`config.mk`:
```
export PLATFORM = sky130hd
export DESIGN_NAME = phy_tx_par
export DESIGN_NICKNAME = d
export VERILOG_FILES = /design/src/rtl/phy_tx_par.sv
export SDC_FILE = /design/constraint.sdc
export NUM_CORES = 1
export LEC_CHECK = 0
export CAP_MARGIN = 20
export CORE_ASPECT_RATIO = 0.6
export CORE_MARGIN = 3
export CORE_UTILIZATION = 35
export CTS_BUF_LIST = sky130_fd_sc_hd__clkbuf_8
export DETAILED_ROUTE_END_ITERATION = 6
export PLACE_DENSITY = 0.58
export SYNTH_ARGS = -nofsm -noshare
export SYNTH_HDL_FRONTEND = slang
export SYNTH_SLANG_ARGS = --single-unit
```
`constraint.sdc`:
```
create_clock -name clk_8f -period 1.75 [get_ports clk_8f]
set_clock_uncertainty 0.05 [all_clocks]
set_input_delay 0.35 -clock clk_8f [delete_from_list [all_inputs] [get_ports clk_8f]]
set_output_delay 0.35 -clock clk_8f [all_outputs]
set_load 0.02 [all_outputs]
```
`src/rtl/phy_tx_par.sv`:
```
// phy_tx_par: multi-lane word serializer with post-reset IDLE link training
module phy_tx_par #(
   parameter int NUM_LANES = 2,
   parameter int WIDTH = 8,
   parameter logic [WIDTH-1:0] IDLE = WIDTH'(8'hBC),
   parameter int SYNC_WORDS = 4,
   parameter bit MSB_FIRST = 1'b1
) (
   input  logic                         clk_8f,
   input  logic                         reset,
   input  logic [NUM_LANES*WIDTH-1:0]   data_in,
   input  logic [NUM_LANES-1:0]         valid_in,
   output logic                         in_ready,
   output logic [NUM_LANES-1:0]         serial_out,
   output logic                         word_start,
   output logic                         link_up
);
   localparam int CW = $clog2(WIDTH);
   localparam int SW = $clog2(SYNC_WORDS + 1);
   localparam logic [CW-1:0] LAST = CW'(WIDTH - 1);
   localparam logic [SW-1:0] SYNC_LAST = SW'(SYNC_WORDS - 1);
   typedef enum logic {SYNC, ACTIVE} state_t;
   state_t r_state;
   logic [CW-1:0] r_cnt;
   logic [SW-1:0] r_sync_cnt;
   logic [NUM_LANES-1:0][WIDTH-1:0] r_shreg, w_next;
   logic w_load;
   assign w_load = r_cnt == LAST;
   // lanes without valid data, and every lane during training, carry IDLE
   always_comb begin
      w_next = '0;
      for (int l = 0; l < NUM_LANES; l++)
         w_next[l] = !w_load ? (MSB_FIRST ? r_shreg[l] << 1 : r_shreg[l] >> 1) :
                     (r_state == ACTIVE && valid_in[l]) ? data_in[l*WIDTH +: WIDTH] : IDLE;
   end
   always_ff @(posedge clk_8f) begin
      if (reset) begin
         r_state    <= SYNC;
         r_cnt      <= LAST;
         r_sync_cnt <= '0;
         r_shreg    <= '0;
      end else begin
         r_cnt   <= w_load ? '0 : r_cnt + 1'b1;
         r_shreg <= w_next;
         if (w_load && r_state == SYNC) begin
            r_sync_cnt <= r_sync_cnt + 1'b1;
            if (r_sync_cnt == SYNC_LAST) r_state <= ACTIVE;
         end
      end
   end
   for (genvar g = 0; g < NUM_LANES; g++) begin : g_lane
      assign serial_out[g] = MSB_FIRST ? r_shreg[g][WIDTH-1] : r_shreg[g][0];
   end
   assign in_ready   = r_state == ACTIVE && w_load;
   assign word_start = r_cnt == '0;
   assign link_up    = r_state == ACTIVE;
endmodule

```
# After elaboration in Yosys (flattened, before gate mapping)
# Index checks and enable logic that the tools add are counted.
dict set report classes {
  addsub 2
  mul 0
  div 0
  magnitude_cmp 0
  eq_ne 2
  shifts 0
  mux 5
  n_bitwise 4
  reduce_logical 8
}
# op n
set op_table {}
lappend op_table {{$mux 8} 4}
lappend op_table {{$add 3x1->3 const B} 2}
lappend op_table {{$reduce_or 3->1} 2}
lappend op_table {{$logic_and 1x1->1} 4}
lappend op_table {{$not 1->1} 4}
lappend op_table {{$eq 3x2->1 const B} 1}
lappend op_table {{$eq 3x3->1 const B} 1}
lappend op_table {{$logic_not 3->1} 1}
lappend op_table {{$mux 3} 1}
lappend op_table {{$reduce_and 2->1} 1}
dict set report totals {
  reg_bits 23
  latchBits 0
  mem_bits_rw 0
  mem_bits_ro 0
  inputBits 20
  out_inout_bits 5
  mem_count 0
}

# Logic depth before layout (Yosys ltp)
# Gate-level depths: netlist (run 1).
dict set report logic_depth {
  word_depth 3
  mapped_depth 5
  depth_no_buf 5
}

# Worst setup path before layout (run 1)
# No wires, ideal clock.
dict set report synth_path {
  path_type {flip-flop to output port}
  from {reg r_cnt[0]}
  to {out in_ready}
  t_arrival_ns 1.101
  required_time_ns 1.350
  setup_slack_ns 0.249
  stages_incl_launch_ff 5
  cell_sequence {dfxtp_1 -> ha_1 -> ha_1 -> buf_4 -> and2_1}
}
dict set report synth_via {
  elab_chain_len 2
}
# item line_no
set synth_rtl {}
lappend synth_rtl {{start, declared} 24} ;# logic [CW-1:0] r_cnt;
lappend synth_rtl {{start signal, assigned} 43} ;# r_cnt <= w_load ? '0 : r_cnt + 1'b1;
lappend synth_rtl {{$eq 3x3->1} 28} ;# assign w_load = r_cnt == LAST;
lappend synth_rtl {{$logic_and 1x1->1} 54} ;# assign in_ready = r_state == ACTIVE && w_load;
lappend synth_rtl {{end, declared} 13} ;# output logic in_ready,
# No other way between the ends.

# Worst setup path after layout (run 1)
# Ends and elaborated chain as after synthesis.

==> impl_metrics.env, run 1 <==
export IMPL_placed_cell_area_um2=1200
export IMPL_n_antenna_cell=0
export IMPL_synth_top_area_share_pct=48.9
export IMPL_cap_violations=0
export IMPL_gp_congestion=0.724
export IMPL_synth_cell_types=22
export IMPL_routedWlPerCell_um=11.8
export IMPL_grt_overflow=0
export IMPL_htreeDepth=1
export IMPL_end_kind="output pin"
export IMPL_synth_compound_area_share_pct=12.8
export IMPL_drc_errors=0
export IMPL_crit_fanout=2
export IMPL_vdd_drop_max_v=0.000378
export IMPL_syn_cell_area_um2=941
export IMPL_dr_pass1_iters=4
export IMPL_avgSynthCellArea_um2=9.32
export IMPL_die_x_um=72.9
export IMPL_fmax_mhz=597
export IMPL_cts_hold_buffers=0
export IMPL_startpoint_type="flop"
export IMPL_synthArstFlopShare_pct=0
export IMPL_synthMuxAreaShare_pct=1.06
export IMPL_reg2regPathDepth=6
export IMPL_grt_pass1_vias=721
export IMPL_cp_slowest_stage_delay_ps=320
export IMPL_yosys_area_top_type="dfxtp_1"
export IMPL_r2r_slack_ps=150
export IMPL_synth_fp_nets=126
export IMPL_period_share_pct=95.7
export IMPL_min_path_type="reg -> reg"
export IMPL_synth_area_leaders="dfxtp_1, nor2_1, a211oi_1"
export IMPL_root_buffer="clkbuf_8"
export IMPL_p_per_area_nw_per_um2=1050
export IMPL_final_cell_area_um2=1250
export IMPL_synth_edf_count=0
export IMPL_via_per_inst=4.64
export IMPL_num_rows=13
export IMPL_hold_start="r_shreg[5]$_SDFF_PP0_"
export IMPL_fillCellCount=216
export IMPL_slowest_stage="dfxtp_1"
export IMPL_netlist_top_cells_count="nor2_1, dfxtp_1, a211oi_1"
export IMPL_drt_iter0_drc=17
export IMPL_synth_top_family_by_area="simple AND/OR/NAND/NOR gates"
export IMPL_grt_pass1_wl_um=3190
export IMPL_cts_made_buffers=3
export IMPL_status="completed"
export IMPL_slew_violations=0
export IMPL_ios=25
export IMPL_hold_depth=2
export IMPL_post_place_cells=153
export IMPL_setup_viol=0
export IMPL_dieHeight_um=46.2
export IMPL_grt_max_degree=33
export IMPL_path_class="reg -> out"
export IMPL_synthAdderAreaFrac_pct=6.65
export IMPL_worst_ep_required_time_ps=1350
export IMPL_worst_pin_slew_ps=236
export IMPL_rsz0062_at_grt="no"
export IMPL_place_ws_ps=-38.2
export IMPL_ys_warn_count=0
export IMPL_portBuffers=24
export IMPL_rr_startpoint="r_cnt[0]$_SDFF_PP1_"
export IMPL_hpwlAfterDp_um=1400
export IMPL_synthSimpleGateAreaFrac_pct=22.2
export IMPL_layout_cells_non_filler=157
export IMPL_cts_sinks=23
export IMPL_ant_nets=0
export IMPL_worst_r2r_endpoint="r_sync_cnt[1]$_SDFFE_PP0P_"
export IMPL_start_util_pct=39.9
export IMPL_antenna_found_initial=0
export IMPL_final_hold_viol_count=0
export IMPL_core_um2=2360
export IMPL_cp_cell_sequence="ha_1 -> ha_2 -> and2_1 -> buf_2"
export IMPL_tritoncts="done"
export IMPL_fin_crit_ps=1670
export IMPL_area_delta_synth_final_pct=32.8
export IMPL_ff_latch_area_um2=460
export IMPL_clockBufferDepth=2
export IMPL_yosysMostFrequentCell="nor2_1"
export IMPL_synth_seq_cells=23
export IMPL_worst_skew_pair_late_latency_ps=260
export IMPL_slew_headroom_pct=84.2
export IMPL_arrival_ps=1270
export IMPL_routed_wl_um=1860
export IMPL_whs_endpoint="r_shreg[6]$_SDFF_PP0_"
export IMPL_synth_xor_area_share_pct=0.931
export IMPL_vias=729
export IMPL_clk_pin_slew_ps=80
export IMPL_multiInputGateArea_um2=413
export IMPL_drive_gt1_share_pct=13.4
export IMPL_fin_nets=153
export IMPL_synthCells=101
export IMPL_die_area_um2=3370
export IMPL_synth_main_ff_cell="dfxtp_1"
export IMPL_grt_usage_pct=12.6
export IMPL_yosysSeqAreaShare_pct=48.9
export IMPL_fin_ws_ps=75.5
export IMPL_p_leak_nw=0.517
[layout make-up]
cell class | instances | area share [%]
Inverter | 3 | 0.901
Multi-Input combinational cell | 67 | 33.0
Tap cell | 30 | 3.00
Clock buffer | 3 | 3.30
Clock inverter | 1 | 0.400
Sequential cell | 23 | 36.8
Timing Repair Buffer | 30 | 22.5
[through the flow]
| step | power, mW | hold slack (ps) | utilization, % | TNS [ps] |
|---|---|---|---|---|
| global placement | 0.980 | 398 | 51.1 | -13.2 |
| global route | 1.40 | 442 | 53.0 | 0 |
| detailed placement | 1.00 | 397 | 51.1 | -38.2 |
| CTS | 1.33 | 409 | 52.8 | 0 |
| floorplan | 0.902 | 385 | - | 0 |
| finish | 1.31 | 406 | 53.0 | 0 |
[sequential cells by signal, summed over array words and instances (netlist names)]
register / count
link_up: 1
r_cnt: 3
serial_out: 2
r_sync_cnt: 3
r_shreg: 14
[critical path, delay by kind of cell (launching register included)]
| family | cells | cell delay (ps) |
|---|---|---|
| adder cells (fa/ha/maj) | 2 | 390 |
| buffers and inverters | 1 | 150 |
| flip-flops | 1 | 320 |
| AND/OR/NAND/NOR | 1 | 150 |
[power by group]
| part | switching (mW) | internal [mW] | total, mW |
|---|---|---|---|
| Combinational | 0.172 | 0.182 | 0.354 |
| Clock | 0.163 | 0.159 | 0.321 |
| Sequential | 0.0314 | 0.605 | 0.636 |
[cell usage in the layout, fill, tap and decap left out, types with 2 or more instances in the layout]
master / count
nor2_1: 25
ha_1: 4
clkbuf_8: 3
nand2b_1: 4
clkdlybuf4s50_1: 21
or2_2: 2
nand2_1: 3
a211oi_1: 10
nor2b_1: 2
buf_4: 5
inv_1: 3
nand4_1: 4
dfxtp_1: 23
a21oi_1: 5
[cell families after synthesis]
family          Yosys count
compound gates           17
xor+xnor                  1
buf+inv                  11
mux                       1
simple gates             43
flops                    23
fa+ha+maj                 5
[worst max-delay path by stage]
stage	depth (start not counted)	startpoint	slack, ps	to
floorplan	4	r_cnt[0]$_SDFF_PP1_	250	in_ready
detailed placement	4	r_cnt[0]$_SDFF_PP1_	-40	in_ready
finish	4	r_cnt[0]$_SDFF_PP1_	80	in_ready
CTS	5	r_cnt[0]$_SDFF_PP1_	10	word_start
global placement	4	r_cnt[0]$_SDFF_PP1_	-10	in_ready
global route	4	r_cnt[0]$_SDFF_PP1_	30	in_ready
[timing repair]
item	CTS	global route
hold endpoints to repair	0	0
resized for setup	6	4
buffers inserted	0	0
endpoints found under the setup margin	2	3
[layer usage]
layer | GRT usage (%) | wire length (um) | vias up
met3 | 4.79 | 128 | 3
met4 | 4.41 | 16 | 0
li1 | - | - | 390
met1 | 15.7 | 898 | 313
met5 | 0 | 0 | -
met2 | 20.1 | 814 | 23
Note: power is estimated with default switching activity, not from simulation.
==> run 2: changes to the inputs <==
Settings changed: ABC_AREA from default to 1, CELL_PAD_IN_SITES_DETAIL_PLACEMENT from default to 1, CELL_PAD_IN_SITES_GLOBAL_PLACEMENT from default to 2, CORE_UTILIZATION 35 to 27, PLACE_DENSITY 0.58 to 0.76.
==> impl_metrics.env, run 2 <==
export IMPL_reg2regPathDepth=7
export IMPL_grt_overflow=0
export IMPL_ios=25
export IMPL_cp_top_family="buffers and inverters"
export IMPL_synthArstFlopShare_pct=0
export IMPL_worst_skew_pair_late_latency_ps=260
export IMPL_largest_reg_flops=14
export IMPL_start_util_pct=29.9
export IMPL_p_per_area_nw_per_um2=1010
export IMPL_whs_endpoint="r_shreg[1]$_SDFF_PP0_"
export IMPL_root_buffer="clkbuf_8"
export IMPL_synth_cell_types=14
export IMPL_gp_congestion=0.752
export IMPL_slowest_stage="clkdlybuf4s50_1"
export IMPL_die_x_um=80.9
export IMPL_crit_fanout=3
export IMPL_worst_r2r_endpoint="r_shreg[8]$_SDFF_PP0_"
export IMPL_cp_cell_sequence="clkdlybuf4s50_1"
export IMPL_r2r_slack_ps=240
export IMPL_rsz0062_at_grt="no"
export IMPL_synth_fp_nets=136
export IMPL_grt_max_degree=23
export IMPL_netlist_top_cells_count="dfxtp_1, inv_1, nand2_1"
export IMPL_synth_edf_count=0
export IMPL_whs_ps=407
export IMPL_grt_pass1_wl_um=3420
export IMPL_final_hold_viol_count=0
export IMPL_clockBufferDepth=2
export IMPL_ff_latch_area_um2=460
export IMPL_hold_start="r_shreg[0]$_SDFF_PP0_"
export IMPL_drt_iter0_drc=21
export IMPL_fin_nets=164
export IMPL_ant_nets=0
export IMPL_worst_pin_slew_ps=228
export IMPL_cts_made_buffers=3
export IMPL_totalPowerFinal_mw=1.26
export IMPL_die_area_um2=4120
export IMPL_layout_commonest_cell="dfxtp_1"
export IMPL_area_delta_synth_final_pct=36.2
export IMPL_tritoncts="done"
export IMPL_fillCellCount=379
export IMPL_multiInputGateArea_um2=352
export IMPL_fmax_mhz=615
export IMPL_synth_area_leaders="dfxtp_1, inv_1, ha_1"
export IMPL_vdd_drop_max_v=0.000372
export IMPL_yosys_area_top_type="dfxtp_1"
export IMPL_startpoint_type="flop"
export IMPL_dr_pass1_iters=4
export IMPL_fin_setup_tns_ps=0
export IMPL_routed_wl_um=2050
export IMPL_final_cell_area_um2=1240
export IMPL_setup_viol=0
export IMPL_clk_pin_slew_ps=90
export IMPL_cap_violations=0
export IMPL_regMostFlops="r_shreg"
export IMPL_hold_depth=2
export IMPL_cts_sinks=23
export IMPL_n_antenna_cell=0
export IMPL_placed_cell_area_um2=1200
export IMPL_period_share_pct=93.0
export IMPL_dieHeight_um=51.0
export IMPL_grt_usage_pct=10.8
export IMPL_ys_warn_count=0
export IMPL_layout_common_cells="dfxtp_1, clkdlybuf4s50_1, inv_1"
export IMPL_synth_top_area_share_pct=50.6
export IMPL_arrival_ps=1230
export IMPL_htreeDepth=1
export IMPL_post_cts_setup_buffers=0
export IMPL_worst_path_buf_inv=1
export IMPL_synthCells=111
export IMPL_hpwlAfterDp_um=1550
export IMPL_routedWlPerCell_um=11.4
export IMPL_synth_seq_cells=23
export IMPL_vias=756
export IMPL_via_per_inst=4.20
export IMPL_min_path_type="reg -> reg"
export IMPL_syn_cell_area_um2=910
export IMPL_drc_errors=0
export IMPL_slew_headroom_pct=84.8
export IMPL_synth_main_ff_cell="dfxtp_1"
export IMPL_worst_ep_required_time_ps=1350
export IMPL_top_regs="r_shreg: 14 flops, r_cnt: 3 flops, r_sync_cnt: 3 flops"
export IMPL_cp_slowest_stage_delay_ps=610
export IMPL_fin_crit_ps=1630
export IMPL_yosysSeqAreaShare_pct=50.6
export IMPL_yosysMostFrequentCell="dfxtp_1"
export IMPL_rr_startpoint="r_cnt[0]$_SDFF_PP1_"
export IMPL_avgSynthCellArea_um2=8.19
export IMPL_end_kind="output pin"
export IMPL_num_rows=15
export IMPL_path_class="reg -> out"
export IMPL_status="completed"
export IMPL_core_um2=3040
export IMPL_p_leak_nw=0.571
export IMPL_antenna_found_initial=0
export IMPL_portBuffers=24
export IMPL_slew_violations=0
export IMPL_drive_gt1_share_pct=10.9
export IMPL_cts_hold_buffers=0
export IMPL_grt_pass1_vias=756
[run 2: worst reg2reg max path, cell delays in order, from the launching register on]
cell     delay [ps]
dfxtp_1         360
ha_1            160
ha_1            150
buf_4           200
inv_2           130
nor2_4          230
nand2_1          70
nor2_1          100
[run 2: layout make-up]
cell class,instances,area share (%)
multi-input cells,65,28.4
flip-flops and latches,23,37.2
clock buffers,3,3.33
repair buffers,28,21.0
clock inverters,1,0.404
well taps,42,4.24
inverters,18,5.45
[run 2: worst max path at each step]
stage,cells past startpoint,end,slack (ps),start
finish,1,link_up,120,link_up$_SDFFE_PP0P_
global route,7,r_shreg[8]$_SDFF_PP0_,60,r_cnt[0]$_SDFF_PP1_
CTS,5,in_ready,30,r_cnt[0]$_SDFF_PP1_
detailed placement,5,in_ready,20,r_cnt[0]$_SDFF_PP1_
global placement,5,in_ready,30,r_cnt[0]$_SDFF_PP1_
floorplan,5,in_ready,240,r_cnt[0]$_SDFF_PP1_
[run 2: what timing repair did]
action / 4_1_cts / 5_1_grt
setup endpoints to repair: 2 / 2
resized for setup: 4 / 3
gates cloned: 0 / 0
[run 2: power by group]
part           internal, mW  switching (mW)  total [mW]  leakage, nW
clock                 0.159           0.168       0.327       0.0255
sequential            0.605          0.0307       0.635        0.190
combinational         0.138           0.157       0.295        0.356
[run 2: routing by layer]
layer	up-vias	share of wire, %	GRT usage, %
met5	-	0	0
met4	0	0.83	1.69
met3	2	4.9	4.40
met2	13	46	17.3
met1	340	49	14.0
li1	401	-	-
[run 2: kinds of logic (layout without fill, tap and decap cells)]
logic type                 Yosys count  count (layout)  synth area share [%]
and+or+nand+nor                     38              38                  19.7
DFF                                 23              23                  50.6
buffers and inverters               23              50                  10.7
AOI/OAI and AO/OA                   22              22                  12.1
adders and majority gates            5               5                  6.88
[run 2: metrics by stage]
stage	setup slack [ps]	cells	util, %
2_1_floorplan	241	111	-
6_report	123	180	40.7
3_5_place_dp	16.7	176	39.5
4_1_cts	27.8	180	41.1
3_3_place_gp	33.2	176	39.5
5_1_grt	63.0	180	40.7
